<file path="src/rtl/bnn_seq_engine_if.sv">
// bnn_seq_engine_if: handshake bundle between a feature source / result
// consumer and the bnn_seq_engine.
//   features   : FEAT_BITS*FEAT_CNT packed unsigned features, feature i at
//                [i*FEAT_BITS +: FEAT_BITS]
//   in_valid   : source has a sample on features
//   in_ready   : engine can accept a sample
//   prediction : winning class index
//   out_valid  : prediction valid
//   out_ready  : consumer takes the prediction
//   busy       : engine is evaluating a layer
//   max_score  : winning score (only when BNN_SCORE_OUT_EN is defined)
// Modports: master = source/consumer side, slave = engine side.
interface bnn_seq_engine_if #(
  parameter int FEAT_CNT  = 128,
  parameter int FEAT_BITS = 4,
  parameter int CLASS_CNT = 6
`ifdef BNN_SCORE_OUT_EN
  ,
  parameter int HIDDEN_CNT = 40
`endif
);
  logic [FEAT_BITS*FEAT_CNT-1:0] features;
  logic                          in_valid;
  logic                          in_ready;
  logic [$clog2(CLASS_CNT)-1:0]  prediction;
  logic                          out_valid;
  logic                          out_ready;
  logic                          busy;
`ifdef BNN_SCORE_OUT_EN
  logic [$clog2(HIDDEN_CNT+1)-1:0] max_score;

  modport master (output features, in_valid, out_ready,
                  input  in_ready, prediction, out_valid, busy, max_score);
  modport slave  (input  features, in_valid, out_ready,
                  output in_ready, prediction, out_valid, busy, max_score);
`else
  modport master (output features, in_valid, out_ready,
                  input  in_ready, prediction, out_valid, busy);
  modport slave  (input  features, in_valid, out_ready,
                  output in_ready, prediction, out_valid, busy);
`endif
endinterface

</file>
<file path="src/rtl/bnn_seq_engine.sv">
// bnn_seq_engine: sequential two-layer binarised classifier.
//   Layer 1: sum_j = sum_i (w1[j][i] ? f_i : FMAX-f_i), h_j = sum_j >= t1[j].
//   Layer 2: score_c = popcount(~(w2[c] ^ h)); prediction = argmax, lowest
//   index wins ties. PAR_HID hidden neurons and PAR_CLS class scores are
//   evaluated per clock.
// Ports:
//   clk, rst : clock, asynchronous active-high reset
//   bus      : bnn_seq_engine_if slave (features/in_valid/in_ready in,
//              prediction/out_valid/out_ready out, busy)
// ROM contents are packed parameters:
//   W1_INIT row j at [j*FEAT_CNT +: FEAT_CNT], bit i = weight(feature i, hidden j)
//   T1_INIT row j at [j*SUM1_BITS +: SUM1_BITS]
//   W2_INIT row c at [c*HIDDEN_CNT +: HIDDEN_CNT]
// Optional macro BNN_SCORE_OUT_EN adds the registered max_score output.
module bnn_seq_engine #(
  parameter int FEAT_CNT   = 128,
  parameter int FEAT_BITS  = 4,
  parameter int HIDDEN_CNT = 40,
  parameter int CLASS_CNT  = 6,
  parameter int PAR_HID    = 1,
  parameter int PAR_CLS    = 1,
  parameter logic [HIDDEN_CNT*FEAT_CNT-1:0] W1_INIT = '0,
  parameter logic [HIDDEN_CNT*$clog2(FEAT_CNT*(2**FEAT_BITS-1)+1)-1:0] T1_INIT = '0,
  parameter logic [CLASS_CNT*HIDDEN_CNT-1:0] W2_INIT = '0
) (
  input logic             clk,
  input logic             rst,
  bnn_seq_engine_if.slave bus
);
  localparam int FMAX       = 2**FEAT_BITS - 1;
  localparam int SUM1_BITS  = $clog2(FEAT_CNT*FMAX + 1);
  localparam int SCORE_BITS = $clog2(HIDDEN_CNT + 1);
  localparam int IDX_BITS   = $clog2(CLASS_CNT);
  localparam int FEAT_W     = FEAT_BITS*FEAT_CNT;
  localparam int H_STEPS    = (HIDDEN_CNT + PAR_HID - 1) / PAR_HID;
  localparam int C_STEPS    = (CLASS_CNT + PAR_CLS - 1) / PAR_CLS;
  localparam int MAX_STEPS  = (H_STEPS > C_STEPS) ? H_STEPS : C_STEPS;
  localparam int STEP_W     = (MAX_STEPS > 1) ? $clog2(MAX_STEPS) : 1;

  typedef enum logic [1:0] {
    IDLE   = 2'd0,
    HIDDEN = 2'd1,
    CLASS  = 2'd2,
    DONE   = 2'd3
  } state_t;

  state_t                  state_r, state_n_s;
  logic                    accept_s, last_step_s;
  logic                    in_ready_r, busy_r, out_valid_r;
  logic [FEAT_W-1:0]       feat_r;
  logic [HIDDEN_CNT-1:0]   hid_r, hid_n_s;
  logic [STEP_W-1:0]       step_r;
  logic [SCORE_BITS-1:0]   max_r, max_n_s, score_s;
  logic [IDX_BITS-1:0]     idx_r, idx_n_s, pred_r;
  logic                    neuron_s;
  int                      lane_h_s, lane_c_s;
`ifdef BNN_SCORE_OUT_EN
  logic [SCORE_BITS-1:0]   max_score_r;
`endif

  // FMAX - f equals ~f for an unsigned FEAT_BITS value, so no subtractor.
  function automatic logic [SUM1_BITS-1:0] layer1_sum(input logic [FEAT_W-1:0] f,
                                                      input logic [FEAT_CNT-1:0] w);
    logic [SUM1_BITS-1:0] acc;
    logic [FEAT_BITS-1:0] fi;
    acc = '0;
    for (int i = 0; i < FEAT_CNT; i++) begin
      fi  = f[i*FEAT_BITS +: FEAT_BITS];
      acc = acc + SUM1_BITS'(w[i] ? fi : ~fi);
    end
    return acc;
  endfunction

  function automatic logic [SCORE_BITS-1:0] popcount(input logic [HIDDEN_CNT-1:0] v);
    logic [SCORE_BITS-1:0] acc;
    acc = '0;
    for (int i = 0; i < HIDDEN_CNT; i++) begin
      acc = acc + SCORE_BITS'(v[i]);
    end
    return acc;
  endfunction

  // Next-state and handshake decode.
  always_comb begin
    state_n_s   = state_r;
    accept_s    = 1'b0;
    last_step_s = 1'b0;
    case (state_r)
      IDLE: begin
        if (bus.in_valid && in_ready_r) begin
          accept_s  = 1'b1;
          state_n_s = HIDDEN;
        end else begin
          state_n_s = IDLE;
        end
      end
      HIDDEN: begin
        if (step_r == STEP_W'(H_STEPS - 1)) begin
          last_step_s = 1'b1;
          state_n_s   = CLASS;
        end else begin
          state_n_s = HIDDEN;
        end
      end
      CLASS: begin
        if (step_r == STEP_W'(C_STEPS - 1)) begin
          last_step_s = 1'b1;
          state_n_s   = DONE;
        end else begin
          state_n_s = CLASS;
        end
      end
      DONE: begin
        if (bus.out_ready) begin
          state_n_s = IDLE;
        end else begin
          state_n_s = DONE;
        end
      end
      default: state_n_s = IDLE;
    endcase
  end

  // State register; handshake outputs are registered from the next state.
  always_ff @(posedge clk or posedge rst) begin
    if (rst) begin
      state_r     <= IDLE;
      in_ready_r  <= 1'b1;
      busy_r      <= 1'b0;
      out_valid_r <= 1'b0;
    end else begin
      state_r     <= state_n_s;
      in_ready_r  <= (state_n_s == IDLE);
      busy_r      <= (state_n_s == HIDDEN) || (state_n_s == CLASS);
      out_valid_r <= (state_n_s == DONE);
    end
  end

  // Hidden lanes of the current step; lanes past HIDDEN_CNT leave hid untouched.
  always_comb begin
    hid_n_s  = hid_r;
    lane_h_s = 0;
    neuron_s = 1'b0;
    for (int p = 0; p < PAR_HID; p++) begin
      lane_h_s = int'(step_r) * PAR_HID + p;
      if (lane_h_s < HIDDEN_CNT) begin
        neuron_s = layer1_sum(feat_r, FEAT_CNT'(W1_INIT >> (lane_h_s * FEAT_CNT)))
                   >= SUM1_BITS'(T1_INIT >> (lane_h_s * SUM1_BITS));
        hid_n_s  = hid_n_s | (HIDDEN_CNT'(neuron_s) << lane_h_s);
      end else begin
        hid_n_s = hid_n_s;
      end
    end
  end

  // Class lanes folded in ascending index order with a strict compare, so the
  // lowest index keeps a tie both within a step and across steps.
  always_comb begin
    max_n_s  = max_r;
    idx_n_s  = idx_r;
    score_s  = '0;
    lane_c_s = 0;
    for (int p = 0; p < PAR_CLS; p++) begin
      lane_c_s = int'(step_r) * PAR_CLS + p;
      if (lane_c_s < CLASS_CNT) begin
        score_s = popcount(~(HIDDEN_CNT'(W2_INIT >> (lane_c_s * HIDDEN_CNT)) ^ hid_r));
        if (score_s > max_n_s) begin
          max_n_s = score_s;
          idx_n_s = IDX_BITS'(lane_c_s);
        end else begin
          max_n_s = max_n_s;
        end
      end else begin
        max_n_s = max_n_s;
      end
    end
  end

  // Datapath registers: feature latch, hidden vector, step counter, running max.
  always_ff @(posedge clk or posedge rst) begin
    if (rst) begin
      feat_r <= '0;
      hid_r  <= '0;
      step_r <= '0;
      max_r  <= '0;
      idx_r  <= '0;
      pred_r <= '0;
`ifdef BNN_SCORE_OUT_EN
      max_score_r <= '0;
`endif
    end else begin
      case (state_r)
        IDLE: begin
          if (accept_s) begin
            feat_r <= bus.features;
            hid_r  <= '0;
            step_r <= '0;
            max_r  <= '0;
            idx_r  <= '0;
          end
        end
        HIDDEN: begin
          hid_r  <= hid_n_s;
          step_r <= last_step_s ? '0 : step_r + STEP_W'(1);
        end
        CLASS: begin
          max_r  <= max_n_s;
          idx_r  <= idx_n_s;
          step_r <= last_step_s ? '0 : step_r + STEP_W'(1);
          if (last_step_s) begin
            pred_r <= idx_n_s;
`ifdef BNN_SCORE_OUT_EN
            max_score_r <= max_n_s;
`endif
          end
        end
        DONE: begin
        end
        default: begin
        end
      endcase
    end
  end

  assign bus.in_ready   = in_ready_r;
  assign bus.busy       = busy_r;
  assign bus.out_valid  = out_valid_r;
  assign bus.prediction = pred_r;
`ifdef BNN_SCORE_OUT_EN
  assign bus.max_score  = max_score_r;
`endif

endmodule
</file>
<file path="src/flat_wrapper.sv">
// flat-port wrapper written by rule: the top's interface ports become plain ports
module bnn_seq_engine_flat 
#(
  parameter int FEAT_CNT   = 128,
  parameter int FEAT_BITS  = 4,
  parameter int HIDDEN_CNT = 40,
  parameter int CLASS_CNT  = 6,
  parameter int PAR_HID    = 1,
  parameter int PAR_CLS    = 1,
  parameter logic [HIDDEN_CNT*FEAT_CNT-1:0] W1_INIT = '0,
  parameter logic [HIDDEN_CNT*$clog2(FEAT_CNT*(2**FEAT_BITS-1)+1)-1:0] T1_INIT = '0,
  parameter logic [CLASS_CNT*HIDDEN_CNT-1:0] W2_INIT = '0
)
  (clk, rst, bus_features, bus_in_valid, bus_out_ready, bus_in_ready, bus_prediction, bus_out_valid, bus_busy);
  bnn_seq_engine_if #(.FEAT_CNT(FEAT_CNT), .FEAT_BITS(FEAT_BITS), .CLASS_CNT(CLASS_CNT)) bus_i ();
  input logic clk;
  input logic rst;
  input wire logic [$bits(bus_i.features)-1:0] bus_features;
  input wire logic [$bits(bus_i.in_valid)-1:0] bus_in_valid;
  input wire logic [$bits(bus_i.out_ready)-1:0] bus_out_ready;
  output wire logic [$bits(bus_i.in_ready)-1:0] bus_in_ready;
  output wire logic [$bits(bus_i.prediction)-1:0] bus_prediction;
  output wire logic [$bits(bus_i.out_valid)-1:0] bus_out_valid;
  output wire logic [$bits(bus_i.busy)-1:0] bus_busy;
  assign bus_i.features = bus_features;
  assign bus_i.in_valid = bus_in_valid;
  assign bus_i.out_ready = bus_out_ready;
  assign bus_in_ready = bus_i.in_ready;
  assign bus_prediction = bus_i.prediction;
  assign bus_out_valid = bus_i.out_valid;
  assign bus_busy = bus_i.busy;
  bnn_seq_engine #(.FEAT_CNT(FEAT_CNT), .FEAT_BITS(FEAT_BITS), .HIDDEN_CNT(HIDDEN_CNT), .CLASS_CNT(CLASS_CNT), .PAR_HID(PAR_HID), .PAR_CLS(PAR_CLS), .W1_INIT(W1_INIT), .T1_INIT(T1_INIT), .W2_INIT(W2_INIT)) u_core (.clk(clk), .rst(rst), .bus(bus_i));
endmodule
</file>
<file path="config.mk">
export PLATFORM = sky130hd
export DESIGN_NAME = bnn_seq_engine_flat
export DESIGN_NICKNAME = d
export VERILOG_FILES = /design/src/rtl/bnn_seq_engine_if.sv /design/src/rtl/bnn_seq_engine.sv /design/src/flat_wrapper.sv
export SDC_FILE = /design/constraint.sdc
export NUM_CORES = 1
export LEC_CHECK = 0
export CELL_PAD_IN_SITES_DETAIL_PLACEMENT = 0
export CELL_PAD_IN_SITES_GLOBAL_PLACEMENT = 2
export CORE_AREA = 4 4 198 200
export DETAILED_ROUTE_END_ITERATION = 7
export DIE_AREA = 0 0 202 204
export DONT_BUFFER_PORTS = 1
export PLACE_DENSITY = 0.4
export RECOVER_POWER = 25
export SETUP_SLACK_MARGIN = 0.2
export SKIP_LAST_GASP = 1
export SLEW_MARGIN = 20
export SYNTH_ARGS = -nofsm -noshare
export SYNTH_HDL_FRONTEND = slang
export SYNTH_SLANG_ARGS = --single-unit
export TNS_END_PERCENT = 30
</file>
<file path="constraint.sdc">
create_clock -name clk -period 7.1 [get_ports clk]
set_clock_uncertainty 0.05 [all_clocks]
set_input_delay 1.775 -clock clk [delete_from_list [all_inputs] [get_ports clk]]
set_output_delay 1.775 -clock clk [all_outputs]
set_load 0.03 [all_outputs]
</file>
==> results.txt <==
The flow ran to the end, but the final reports show violations. The final reports fail on max-capacitance violations, max-slew violations. The worst path needs 6820 ps of the cycle, external delays included.

In the layout the commonest cells are sky130_fd_sc_hd__inv_1 (69), sky130_fd_sc_hd__dfrtp_1 (62), sky130_fd_sc_hd__nor2_1 (44), sky130_fd_sc_hd__a21oi_1 (40), sky130_fd_sc_hd__fa_1 (29). The area of the mapped netlist is 3930 sq um. The aggregate routed wire length came out at 10.7 mm. The setup path with the least slack is of type flop to flop. For this run, the post-layout net count is 967.

The number of enable-type register cells in the synthesized netlist is 0. The slowest stage of the critical path is the sky130_fd_sc_hd__fa_1 cell. The number of pins with negative max-slew slack in the final report came out at 64. The global-route total usage across every layer is 5.68%. Synthesis inferred 63 register bits. The worst setup path is captured at a flop. The register-to-register setup slack is 280 ps. The share of cells above drive strength 1 came out at 8.79%. The fraction of power consumed by sequential logic is 15.7%.

The total of fill cells in the finished design came out at 4,230. Measured against the total synthesized area, the mux share comes to 0.255%. In the final routed layout, each cell accounts on average for 11.8 microns. The antenna diode instance count is 0.

The TritonCTS clock tree is yes. The worst endpoint required time is 7270 ps. The floorplan core area came out at 37,400 sq um. The multi-input gate area in the final layout came out at 2030 sq um. The tightest slew margin relative to the limit is -153%. The number of buffers inserted during clock tree synthesis is 9.

Across the VDD grid, the largest voltage drop is 0.304 mV. The first-pass GRT wire length is 18.1 mm. Net switching is 43.8% of the power. 522 I/O pins were placed. The startpoint identified for the worst hold timing path is u_core.hid_r[25]. The flip-flop cell with the highest count after synthesis is sky130_fd_sc_hd__dfrtp_1.

The hold-critical path depth came out at 2. Clock-pin slew was measured on the worst setup and hold paths at 60 ps. The number of antenna violations at the first check in global routing came out at 0.

After synthesis, the largest family of logic cells by area is adder cells. The clock sink total is 63. The cell count of the worst reg-to-reg path came out at 24.

The Yosys warning count is 0. In this run, the number of DRC markers left after iteration 0 of detailed routing was 121. The H-tree was split into 3 levels.

Summing the areas of all compound-gate instances in the mapped netlist gives 13.2% of the synthesized area. Each instance of the synthesized netlist takes up on average 9.95 sq um. Entering global routing, the biggest net connects 64 pins.

The final design area excluding fillers came out at 4880 sq um. Counting along the longest clock path gives a buffer depth of 2. The number of buffer and inverter stages on the critical path came out at 5. Grouping stages by cell kind, the critical path spends the most delay in adder cells. The worst reg2reg path endpoint is u_core.max_r[2]. The reported leakage power is 0.00212 uW. The worst setup path is launched from a flop.

The die is 202 microns wide. In this run, post-CTS hold repair placed 0 buffers. The final critical path takes up 96.1% of the cycle. The library cell used most frequently in the layout, excluding fill and tap cells, is sky130_fd_sc_hd__inv_1. The maximum fanout count along the critical path came out at 8. The total overflow reported by the global router came out at 0.

The delay of the slowest critical-path stage is 520 ps. The total of endpoints with negative setup slack in the final report is 0. The die area came out at 41,200 sq um.

The cell area after placement is 4520 sq um. The latest clock arrival within the worst-skew pair is 340 ps. In this run the clock root is driven by a sky130_fd_sc_hd__clkbuf_16. The die span in y came out at 204 microns.

At the worst endpoint, the arrival time is 6990 ps. The number of core rows came out at 71. For this design the total switching power over the nets is 1280 uW.

The number of global-route vias before repair came out at 2,983. Setup repair after global routing could not meet its margin everywhere. The post-synthesis cell type count is 42.

The endpoint of the worst hold path is u_core.hid_r[25]. The area growth from synthesis to layout came out at 24.2%. The initial utilization of the core area, before any placement, comes to 10.5%. The worst hold slack after final layout is 446 ps. The areal power density over the cells is 599 nW/um^2. The number of search-and-repair iterations in the first detailed-routing pass came out at 4. Sequential elements use 40.2% of the synthesized area. The total chip power came out at 2920 uW. The signal on the critical path passes through inv_1, ha_1, inv_2, fa_1, inv_1, fa_1, fa_1, fa_1, fa_1, inv_1, fa_1, fa_1, fa_2, fa_2, inv_2, a21o_1, a21oi_2, xnor2_2, ha_1, nand4_1, o21bai_4, a31oi_4, o21ai_4, a22o_1. The via count came out at 2,646. The worst register-to-register path begins at u_core.hid_r[0]. The HPWL after detailed placement came out at 7.75 mm. The congestion estimate from routability-driven global placement came to 0.662. The cell count after synthesis came out at 395. The logic gate share of total power came out at 67.3%.

The path class of the tightest hold or removal check is flop to flop. The synthesized-area fraction occupied by and/or/nand/nor cells is 12.1%. The via count normalized by instance count came out at 2.91.

The final number of hold-violating endpoints is 0. The share of synthesized flip-flops with an asynchronous set or reset is 100%. The total area of sequential cells is 1580 sq um. The post-synth net total came out at 969. Across the run, the number of max-cap violations was 1. The timing-limited maximum frequency came out at 147 MHz. Of the total power, the clock network draws 17.0%.

The most numerous cell type found on the critical path is sky130_fd_sc_hd__fa_1. The remaining antenna violation count is 0. The synthesized netlist devotes 0.669% of its cell area to XOR and XNOR gates. The number of remaining DRC errors is 0. The post-synthesis share of cell area spent on full adders, half adders and majority gates is 24.4%. Internal power comes to 1640 uW.

The count of input and output buffers is 0. The transition time of the tightest slew-check pin came out at 3800 ps.
==> sequential cells by signal, indices dropped and copies added, names as in the netlist <==
register,flops
u_core.bus.prediction,3
u_core.bus.busy,1
u_core.step_r,6
u_core.bus.in_ready,1
u_core.hid_r,40
u_core.idx_r,3
u_core.state_r,2
u_core.bus.out_valid,1
u_core.max_r,6
==> kinds of logic after synthesis <==
group,after synthesis
and+or+nand+nor,97
muxes,1
DFF,63
AOI/OAI and AO/OA,83
adders and majority gates,58
xor gates and xnor gates,3
buffers and inverters,90
==> cell type report <==
class                   count  share of cell area, %
inverters                  71                   5.46
well taps                 511                   13.1
flip-flops and latches     63                   32.3
repair buffers              6                  0.923
clock buffers              13                   5.33
clock inverters             3                   1.33
multi-input cells         242                   41.5
==> cell usage after synthesis (2+ instances only) <==
library cell	count	area [sq um]
sky130_fd_sc_hd__nand3_1	6	30.0
sky130_fd_sc_hd__nor3b_1	3	22.5
sky130_fd_sc_hd__nor2b_1	4	25.0
sky130_fd_sc_hd__o21ai_1	7	35.0
sky130_fd_sc_hd__a21oi_1	41	205
sky130_fd_sc_hd__xnor2_1	3	26.3
sky130_fd_sc_hd__nand4_1	3	18.8
sky130_fd_sc_hd__nor3_1	3	15.0
sky130_fd_sc_hd__and3_1	5	31.3
sky130_fd_sc_hd__a22o_1	8	70.1
sky130_fd_sc_hd__a21o_1	10	75.1
sky130_fd_sc_hd__and3b_1	2	17.5
sky130_fd_sc_hd__ha_1	27	338
sky130_fd_sc_hd__nand2_1	17	63.8
sky130_fd_sc_hd__fa_1	31	621
sky130_fd_sc_hd__inv_1	71	267
sky130_fd_sc_hd__clkbuf_1	9	33.8
sky130_fd_sc_hd__nor2_1	45	169
sky130_fd_sc_hd__a31oi_1	6	37.5
sky130_fd_sc_hd__nand4b_1	2	17.5
sky130_fd_sc_hd__buf_4	2	15.0
sky130_fd_sc_hd__buf_2	7	35.0
sky130_fd_sc_hd__dfrtp_1	62	1550
sky130_fd_sc_hd__o21ai_0	3	15.0
==> worst register-to-register path: stages, from the launching register on <==
cell	delay, ps
sky130_fd_sc_hd__dfrtp_1	340
sky130_fd_sc_hd__inv_1	50
sky130_fd_sc_hd__ha_1	280
sky130_fd_sc_hd__inv_2	40
sky130_fd_sc_hd__fa_1	470
sky130_fd_sc_hd__inv_1	50
sky130_fd_sc_hd__fa_1	460
sky130_fd_sc_hd__fa_1	520
sky130_fd_sc_hd__fa_1	440
sky130_fd_sc_hd__fa_1	500
sky130_fd_sc_hd__inv_1	50
sky130_fd_sc_hd__fa_1	490
sky130_fd_sc_hd__fa_1	440
sky130_fd_sc_hd__fa_2	390
sky130_fd_sc_hd__fa_2	410
sky130_fd_sc_hd__inv_2	50
sky130_fd_sc_hd__a21o_1	110
sky130_fd_sc_hd__a21oi_2	70
sky130_fd_sc_hd__xnor2_2	150
sky130_fd_sc_hd__ha_1	300
sky130_fd_sc_hd__nand4_1	150
sky130_fd_sc_hd__o21bai_4	220
sky130_fd_sc_hd__a31oi_4	260
sky130_fd_sc_hd__o21ai_4	140
sky130_fd_sc_hd__a22o_1	280
==> power groups by stage <==
stage / registers (uW) / clock network [uW] / logic (uW)
after global placement: 471 / 0 / 1770
after global routing: 469 / 529 / 2270
after floorplan: 431 / 0 / 1250
after CTS: 464 / 514 / 1910
after detailed placement: 471 / 0 / 1770
final: 458 / 496 / 1970
==> metal layers <==
layer / up-vias / global-route usage [%] / part of all wire, % / wire length (microns)
li1: 1276 / - / - / -
met3: 10 / 0.936 / 1.6 / 173
met1: 1343 / 7.67 / 49 / 5310
met5: - / 0 / 0 / 0
met2: 17 / 9.14 / 47 / 5090
met4: 0 / 2.12 / 1.5 / 156
==> worst max-delay path by stage <==
stage / from / to / slack [ps] / cells after the start
2_1_floorplan: u_core.hid_r[0] / u_core.idx_r[2] / 470 / 25
3_3_place_gp: u_core.hid_r[0] / u_core.max_r[5] / -30 / 24
3_5_place_dp: u_core.hid_r[1] / u_core.idx_r[2] / -20 / 24
6_report: u_core.hid_r[0] / u_core.max_r[2] / 280 / 24
4_1_cts: u_core.hid_r[0] / u_core.bus.prediction[0] / 180 / 25
5_1_grt: u_core.hid_r[0] / u_core.idx_r[0] / 4 / 24
==> stage by stage <==
step,setup TNS [ps],setup slack [ps],utilization (%),cells
2_1_floorplan,0,471,-,395
3_3_place_gp,-212,-34.9,12.1,892
3_5_place_dp,-70.6,-19.9,12.1,892
4_1_cts,0,179,13.0,908
5_1_grt,0,4.13,13.0,909
6_report,0,276,13.0,909
==> what timing repair did <==
action	in CTS	in global routing
gates resized for setup	8	4
endpoints found under the hold margin	0	0
setup buffers	0	1
pin swaps	1	2
setup endpoints to repair	10	12
Note: power is estimated with default switching activity, not from simulation.
